[src/rtl/minitb_ahb_pipe_master.sv]
// rtl/minitb_ahb_pipe_master.sv - pipelined AHB-Lite single-master engine with a command queue
//
// minitb_ahb_pipe_master_queue: small FIFO holding {write, addr, size, wdata}.
//   clk/rst_n      clock, async active-low reset
//   push/wdata     write one entry (caller guarantees not full)
//   pop/rdata      rdata is the head; pop removes it (caller guarantees not empty)
//   count          current occupancy
//
// minitb_ahb_pipe_master: issues queued commands as overlapped NONSEQ transfers.
//   hclk/hresetn   bus clock, async active-low reset
//   cmd_*          command queue input (cmd_ready = queue has space)
//   htrans/haddr/hwrite/hsize/hwdata   AHB-Lite master outputs, all registered
//   hrdata/hready/hresp                AHB-Lite slave response inputs
//   rsp_*          one registered pulse per completed transfer, in issue order

module minitb_ahb_pipe_master_queue #(
    parameter int WIDTH = 8,
    parameter int DEPTH = 4
) (
    input  logic                       clk,
    input  logic                       rst_n,
    input  logic                       push,
    input  logic [WIDTH-1:0]           wdata,
    input  logic                       pop,
    output logic [WIDTH-1:0]           rdata,
    output logic [$clog2(DEPTH):0]     count
);
    localparam int PW = $clog2(DEPTH);
    localparam int CW = PW + 1;

    logic [WIDTH-1:0] mem [DEPTH];
    logic [PW-1:0]    wr_ptr_q;
    logic [PW-1:0]    rd_ptr_q;
    logic [CW-1:0]    count_q;

    // Storage needs no reset: occupancy is tracked by the pointers and count.
    always_ff @(posedge clk) begin
        if (push) begin
            mem[wr_ptr_q] <= wdata;
        end
    end

    always_ff @(posedge clk or negedge rst_n) begin
        if (!rst_n) begin
            wr_ptr_q <= '0;
            rd_ptr_q <= '0;
            count_q  <= '0;
        end else begin
            if (push) begin
                wr_ptr_q <= wr_ptr_q + PW'(1);
            end
            if (pop) begin
                rd_ptr_q <= rd_ptr_q + PW'(1);
            end
            count_q <= count_q + {{(CW-1){1'b0}}, push} - {{(CW-1){1'b0}}, pop};
        end
    end

    assign rdata = mem[rd_ptr_q];
    assign count = count_q;
endmodule

module minitb_ahb_pipe_master #(
    parameter int addrWidth = 8,
    parameter int dataWidth = 32,
    parameter int cmdDepth  = 4
) (
    input  logic                 hclk,
    input  logic                 hresetn,
    input  logic                 cmd_valid,
    output logic                 cmd_ready,
    input  logic                 cmd_write,
    input  logic [addrWidth-1:0] cmd_addr,
    input  logic [2:0]           cmd_size,
    input  logic [dataWidth-1:0] cmd_wdata,
    output logic [1:0]           htrans,
    output logic [addrWidth-1:0] haddr,
    output logic                 hwrite,
    output logic [2:0]           hsize,
    output logic [dataWidth-1:0] hwdata,
    input  logic [dataWidth-1:0] hrdata,
    input  logic                 hready,
    input  logic                 hresp,
    output logic                 rsp_valid,
    output logic                 rsp_write,
    output logic                 rsp_err,
    output logic [dataWidth-1:0] rsp_rdata
);
    localparam int CMD_W = 1 + addrWidth + 3 + dataWidth;
    localparam int CW    = $clog2(cmdDepth) + 1;
    localparam logic [CW-1:0] DEPTH_CNT = CW'(cmdDepth);

    localparam logic [1:0] TRANS_IDLE   = 2'b00;
    localparam logic [1:0] TRANS_NONSEQ = 2'b10;

    typedef enum logic {A_IDLE, A_BUSY} a_state_t;
    typedef enum logic [1:0] {D_IDLE, D_ACTIVE, D_ERR} d_state_t;

    // Queue
    logic                 fifo_push;
    logic                 fifo_pop;
    logic [CMD_W-1:0]     fifo_wdata;
    logic [CMD_W-1:0]     fifo_rdata;
    logic [CW-1:0]        fifo_count;
    logic                 fifo_empty;

    logic                 head_write;
    logic [addrWidth-1:0] head_addr;
    logic [2:0]           head_size;
    logic [dataWidth-1:0] head_wdata;

    // Address stage
    a_state_t             a_state_q;
    logic [1:0]           htrans_q;
    logic [addrWidth-1:0] haddr_q;
    logic                 hwrite_q;
    logic [2:0]           hsize_q;
    logic [dataWidth-1:0] a_wdata_q;

    // Data stage
    d_state_t             d_state_q;
    logic                 d_write_q;
    logic [dataWidth-1:0] hwdata_q;
    logic                 rsp_valid_q;
    logic                 rsp_write_q;
    logic                 rsp_err_q;
    logic [dataWidth-1:0] rsp_rdata_q;

    // Control
    logic                 err_first;
    logic                 err_hold;
    logic                 accept;
    logic                 d_done;
    logic                 d_err;

    assign cmd_ready  = (fifo_count < DEPTH_CNT);
    assign fifo_push  = cmd_valid && cmd_ready;
    assign fifo_wdata = {cmd_write, cmd_addr, cmd_size, cmd_wdata};
    assign fifo_empty = (fifo_count == '0);

    assign head_write = fifo_rdata[CMD_W-1];
    assign head_addr  = fifo_rdata[CMD_W-2 -: addrWidth];
    assign head_size  = fifo_rdata[dataWidth +: 3];
    assign head_wdata = fifo_rdata[dataWidth-1:0];

    minitb_ahb_pipe_master_queue #(
        .WIDTH (CMD_W),
        .DEPTH (cmdDepth)
    ) u_queue (
        .clk   (hclk),
        .rst_n (hresetn),
        .push  (fifo_push),
        .wdata (fifo_wdata),
        .pop   (fifo_pop),
        .rdata (fifo_rdata),
        .count (fifo_count)
    );

    always_comb begin
        // First cycle of the two-cycle ERROR response.
        err_first = (d_state_q == D_ACTIVE) && !hready && hresp;
        // Slave stretching the second ERROR cycle: keep the bus idle.
        err_hold  = (d_state_q == D_ERR) && !hready;
        accept    = (a_state_q == A_BUSY) && (htrans_q == TRANS_NONSEQ) && hready;
        d_done    = ((d_state_q == D_ACTIVE) || (d_state_q == D_ERR)) && hready;
        // hresp with hready outside D_ERR is a protocol violation, reported as an error.
        d_err     = d_done && ((d_state_q == D_ERR) || hresp);
        // Never start a new address phase during an ERROR response.
        fifo_pop  = !fifo_empty &&
                    (((a_state_q == A_IDLE) && !err_first && !err_hold) || accept);
    end

    // Address stage: owns htrans/haddr/hwrite/hsize and the pending wdata.
    always_ff @(posedge hclk or negedge hresetn) begin
        if (!hresetn) begin
            a_state_q <= A_IDLE;
            htrans_q  <= TRANS_IDLE;
            haddr_q   <= '0;
            hwrite_q  <= 1'b0;
            hsize_q   <= '0;
            a_wdata_q <= '0;
        end else begin
            case (a_state_q)
                A_IDLE: begin
                    if (fifo_pop) begin
                        a_state_q <= A_BUSY;
                        htrans_q  <= TRANS_NONSEQ;
                        haddr_q   <= head_addr;
                        hwrite_q  <= head_write;
                        hsize_q   <= head_size;
                        a_wdata_q <= head_wdata;
                    end
                end
                A_BUSY: begin
                    if (htrans_q == TRANS_NONSEQ) begin
                        if (err_first) begin
                            // Cancel: keep the command, drop to IDLE for the error's second cycle.
                            htrans_q <= TRANS_IDLE;
                        end else if (accept) begin
                            if (fifo_pop) begin
                                haddr_q   <= head_addr;
                                hwrite_q  <= head_write;
                                hsize_q   <= head_size;
                                a_wdata_q <= head_wdata;
                            end else begin
                                a_state_q <= A_IDLE;
                                htrans_q  <= TRANS_IDLE;
                            end
                        end
                    end else if ((d_state_q == D_ERR) && hready) begin
                        // Re-issue the command cancelled by the ERROR response.
                        htrans_q <= TRANS_NONSEQ;
                    end
                end
                default: begin
                    a_state_q <= A_IDLE;
                    htrans_q  <= TRANS_IDLE;
                end
            endcase
        end
    end

    // Data stage: owns hwdata and the response outputs.
    always_ff @(posedge hclk or negedge hresetn) begin
        if (!hresetn) begin
            d_state_q   <= D_IDLE;
            d_write_q   <= 1'b0;
            hwdata_q    <= '0;
            rsp_valid_q <= 1'b0;
            rsp_write_q <= 1'b0;
            rsp_err_q   <= 1'b0;
            rsp_rdata_q <= '0;
        end else begin
            rsp_valid_q <= d_done;
            if (d_done) begin
                rsp_write_q <= d_write_q;
                rsp_err_q   <= d_err;
                rsp_rdata_q <= (!d_write_q && !d_err) ? hrdata : '0;
            end

            if (accept) begin
                d_write_q <= hwrite_q;
                if (hwrite_q) begin
                    hwdata_q <= a_wdata_q;
                end
            end

            case (d_state_q)
                D_IDLE: begin
                    if (accept) begin
                        d_state_q <= D_ACTIVE;
                    end
                end
                D_ACTIVE: begin
                    if (hready) begin
                        d_state_q <= accept ? D_ACTIVE : D_IDLE;
                    end else if (hresp) begin
                        d_state_q <= D_ERR;
                    end
                end
                D_ERR: begin
                    if (hready) begin
                        d_state_q <= D_IDLE;
                    end
                end
                default: begin
                    d_state_q <= D_IDLE;
                end
            endcase
        end
    end

    assign htrans    = htrans_q;
    assign haddr     = haddr_q;
    assign hwrite    = hwrite_q;
    assign hsize     = hsize_q;
    assign hwdata    = hwdata_q;
    assign rsp_valid = rsp_valid_q;
    assign rsp_write = rsp_write_q;
    assign rsp_err   = rsp_err_q;
    assign rsp_rdata = rsp_rdata_q;
endmodule

[config.mk]
export PLATFORM = sky130hd
export DESIGN_NAME = minitb_ahb_pipe_master
export DESIGN_NICKNAME = d
export VERILOG_FILES = /design/src/rtl/minitb_ahb_pipe_master.sv
export SDC_FILE = /design/constraint.sdc
export NUM_CORES = 1
export LEC_CHECK = 0
export CAP_MARGIN = 5
export CORE_AREA = 5 5 143 179
export CTS_CLUSTER_DIAMETER = 40
export DETAILED_ROUTE_END_ITERATION = 10
export DIE_AREA = 0 0 148 184
export PLACE_DENSITY = 0.82
export SYNTH_ARGS = -nofsm -noshare
export SYNTH_HDL_FRONTEND = slang
export SYNTH_HIERARCHICAL = 1
export SYNTH_SLANG_ARGS = --single-unit
[constraint.sdc]
create_clock -name hclk -period 2.5 [get_ports hclk]
set_input_delay 0.25 -clock hclk [delete_from_list [all_inputs] [get_ports hclk]]
set_output_delay 0.25 -clock hclk [all_outputs]
set_load 0.02 [all_outputs]
==> out/results.md <==
| Item | This run | Unit |
|---|---|---|
| Vias | 5,774 | - |
| Max-Slew Margin vs Limit | 0.510 | - |
| Number of synthesis warnings | 6 | - |
| DR pass1 iterations | 6 | - |
| Netlist area before placement | 0.0114 | mm2 |
| Crit. End Element | register | - |
| Post-synthesis cell count | 550 | - |
| DRC Markers | 0 | - |
| Cell taking the most area after synthesis | edfxtp_1 | - |
| Endpoint of the worst register-to-register path | u_queue/count[2]$_DFF_PN0_ | - |
| Layout cells sized above 1 | 0.281 | - |
| Average size of a mapped cell | 20.7 | um2 |
| Setup violation total in the final timing report | 0 | - |
| Post-synthesis sequential area ratio | 0.735 | - |
| Floorplan die area | 0.0272 | mm2 |
| Insertion delay of the later-clocked pin in the worst-skew pair | 0.51 | ns |
| Setup repair after global routing missed its margin | no | - |
| Post-CTS clock slew at the launch and capture registers of the worst setup and hold paths | 0.06 | ns |
| Launch point of the worst path | d_state_q[0]$_DFFE_PN0P_ | - |
| Core outline area | 0.0236 | mm2 |
| Number of port buffers | 161 | - |
| Clock Sink Count | 299 | - |
| Critical path capture point | u_queue/count[2]$_DFF_PN0_ | - |
| Distinct cell type count of the synthesized netlist | 38 | - |
| Relative area change from synthesis to final layout | 29.7 | % |
| Total design power | 18.6 | mW |
| Final-report max-slew violation count | 0 | - |
| Non-filler instance count after layout | 1,066 | - |
| Worst Path Required | 2.89 | ns |
| Number of CTS-inserted buffers | 37 | - |
| Actual slew at the worst max-slew pin | 0.735 | ns |
| Area share of the largest cell type after synthesis | 0.465 | - |
| Maximum level of the CTS H-tree | 2 | - |
| Biggest fanout along the worst timing path | 8 | - |
| Aggregate routed wire length | 23,100 | um |
| Vias per cell | 5.42 | - |
| Most common library cells after synthesis | edfxtp_1 (176), dfrtp_1 (123), mux2_4 (39), mux4_2 (38), mux2_2 (37) | - |
| Final Critical Period | 2.35 | ns |
| Post-Place Worst Slack | 0.116 | ns |
| DR WL/cell | 21.7 | um |
| TritonCTS clock tree | built | - |
| Standby leakage power | 5.65 | nW |
| Fmax | 425 | MHz |
| WP data arrival | 2.74 | ns |
| Class of the tightest hold or removal check | in2async | - |
| Antenna-violating nets left | 0 | - |
| # Max-Cap Violations | 0 | - |
| Async S/R FF share, synth | 0.411 | - |
| Type of the setup path with the least slack | reg2reg | - |
| Top flip-flop cell by instance count after synthesis | edfxtp_1 | - |
| Run status | finished clean | - |
| Effective utilization at floorplan | 0.483 | - |
| Boundary pin count | 163 | - |
| Power Dens Cells | 1260 | mW/mm2 |
| Number of synthesized flops with an enable pin | 176 | - |
| Detailed Route Iter0 Violations | 214 | - |
| DIE WIDTH | 148 | um |
| Antenna violations before repair | 2 | - |
| Startpoint of the worst register-to-register path | d_state_q[0]$_DFFE_PN0P_ | - |
| Wire length of the first global-routing pass | 36,600 | um |
| Setup ws final | 0.148 | ns |
| Period utilisation layout | 0.941 | - |
| Setup Total Neg Slack | 0 | ns |
| Final layout net count | 835 | - |
| DIE HEIGHT | 184 | um |
| Vias in the first global route | 6,574 | - |
| Global router's overall resource usage | 0.173 | - |
| Library cell with the highest instance count after synthesis | edfxtp_1 | - |
| Flip-flop and latch count after synthesis | 299 | - |
| End-of-flow core utilization | 0.626 | - |
| FF-to-FF path depth | 11 | - |
| Number of filler cells placed in the layout | 1,575 | - |
| Post-Syn Nets | 641 | - |
| Global placer's final weighted congestion | 0.850 | - |
| Total global routing overflow | 0 | - |
| Hpwl dp | 14,700 | um |
| Peak supply drop | 0.920 | mV |
| Placed cell count | 996 | - |
| Std cell rows | 63 | - |
| Endpoints failing hold | 0 | - |
| Element type at the critical path start | register | - |
| Root buf cell | clkbuf_16 | - |
| Final setup skew | 0.0112 | ns |
| Main area contributors after synthesis | edfxtp_1 (46%), dfrtp_1 (27%), mux4_2 (7.5%), mux2_4 (5.1%), mux2_2 (3.7%) | - |
| Setup slack of the most critical reg-to-reg path | 0.15 | ns |
| Pin count of the biggest net entering global routing | 66 | - |
| Max Root-Sink Buffers | 3 | - |
[layout by cell type (no fill, tap or decap), drive strengths merged, types with 2 or more instances in the layout]
| master | netlist | layout |
|---|---|---|
| a211oi | 2 | 2 |
| buf | 23 | 22 |
| xnor2 | 3 | 3 |
| a22o | 32 | 32 |
| dfrtp | 123 | 123 |
| inv | 14 | 19 |
| mux4 | 44 | 44 |
| nand2 | 10 | 10 |
| clkinvlp | 0 | 3 |
| xor2 | 2 | 2 |
| edfxtp | 176 | 176 |
| clkbuf | 5 | 48 |
| clkdlybuf4s50 | 0 | 160 |
| nor2 | 3 | 3 |
| diode | 0 | 2 |
| ha | 9 | 9 |
| and2 | 4 | 4 |
| clkinv | 0 | 9 |
| nor3 | 2 | 2 |
| bufinv | 0 | 2 |
| a21oi | 3 | 3 |
| mux2 | 76 | 76 |
| o21ai | 6 | 6 |
[per-stage QoR]
step                      hold slack, ns  area [um2]
final                              0.282       14800
after global placement             0.257       13500
after global routing               0.332       14800
after detailed placement           0.274       13500
after floorplan                  -0.0456       11500
after CTS                          0.304       14700
[registers in the layout, summed over array words and instances, names as in the netlist]
name / cells
a_state_q: 1
a_wdata_q: 32
d_state_q: 2
d_write_q: 1
haddr: 8
hsize: 3
htrans: 1
hwdata: 32
hwrite: 1
rsp_err: 1
rsp_rdata: 32
rsp_valid: 1
rsp_write: 1
u_queue/count: 3
u_queue/mem: 176
u_queue/rd_ptr_q: 2
u_queue/wr_ptr_q: 2
[worst max-delay path: stages, from the launching register on]
cell	delay, ns
dfrtp_1	0.44
inv_2	0.12
ha_4	0.21
a211oi_4	0.07
o221ai_4	0.24
inv_6	0.07
ha_4	0.27
inv_2	0.04
ha_4	0.15
fa_2	0.35
xnor2_2	0.15
xnor2_1	0.13
[where the power goes]
group | switching, mW | leakage, nW | internal (mW)
logic | 2.56 | 1.94 | 3.30
clock network | 2.02 | 0.603 | 3.20
registers | 0.907 | 3.11 | 6.62
[cell type report]
type | count | area [um2] | share of cell area
Clock inverter | 19 | 209 | 0.0142
Antenna cell | 2 | 5.00 | 0.000339
Clock buffer | 48 | 1040 | 0.0705
Sequential cell | 299 | 8370 | 0.567
Multi-Input combinational cell | 209 | 2820 | 0.191
Timing Repair Buffer | 183 | 1890 | 0.128
Inverter | 14 | 57.6 | 0.00390
Tap cell | 292 | 365 | 0.0248
[per-layer routing]
| layer | vias to the layer above | GRT usage | wire length (um) |
|---|---|---|---|
| met4 | 0 | 0.0651 | 648 |
| met2 | 195 | 0.308 | 12000 |
| met3 | 49 | 0.0427 | 1420 |
| met1 | 2973 | 0.204 | 9100 |
| li1 | 2557 | - | - |
| met5 | - | 0 | 0 |
[how the worst min path moves through the flow]
stage	startpoint	end	cells after the start	slack, ns
final	hresetn	rsp_rdata[26]$_DFFE_PN0P_	2	0.28
after global routing	hrdata[5]	rsp_rdata[5]$_DFFE_PN0P_	2	0.33
after CTS	hresetn	rsp_rdata[26]$_DFFE_PN0P_	2	0.30
after detailed placement	hresetn	rsp_rdata[26]$_DFFE_PN0P_	1	0.27
after global placement	hresetn	rsp_rdata[26]$_DFFE_PN0P_	1	0.26
after floorplan	hresetn	a_state_q$_DFF_PN0_	0	-0.05
[cells by family after synthesis]
kind of cell	Yosys count	synth area share
xor+xnor	5	0.00385
mux	120	0.177
simple gates	24	0.0109
other cells	1	0.000330
flops	299	0.735
compound gates	49	0.0362
fa+ha+maj	10	0.0117
buf+inv	42	0.0249
[repair_timing]
action	CTS	global route
resized for setup	0	0
endpoints found under the hold margin	58	0
hold buffers	1	0
buffers inserted	0	0
Power figures use the tool's default switching activity.
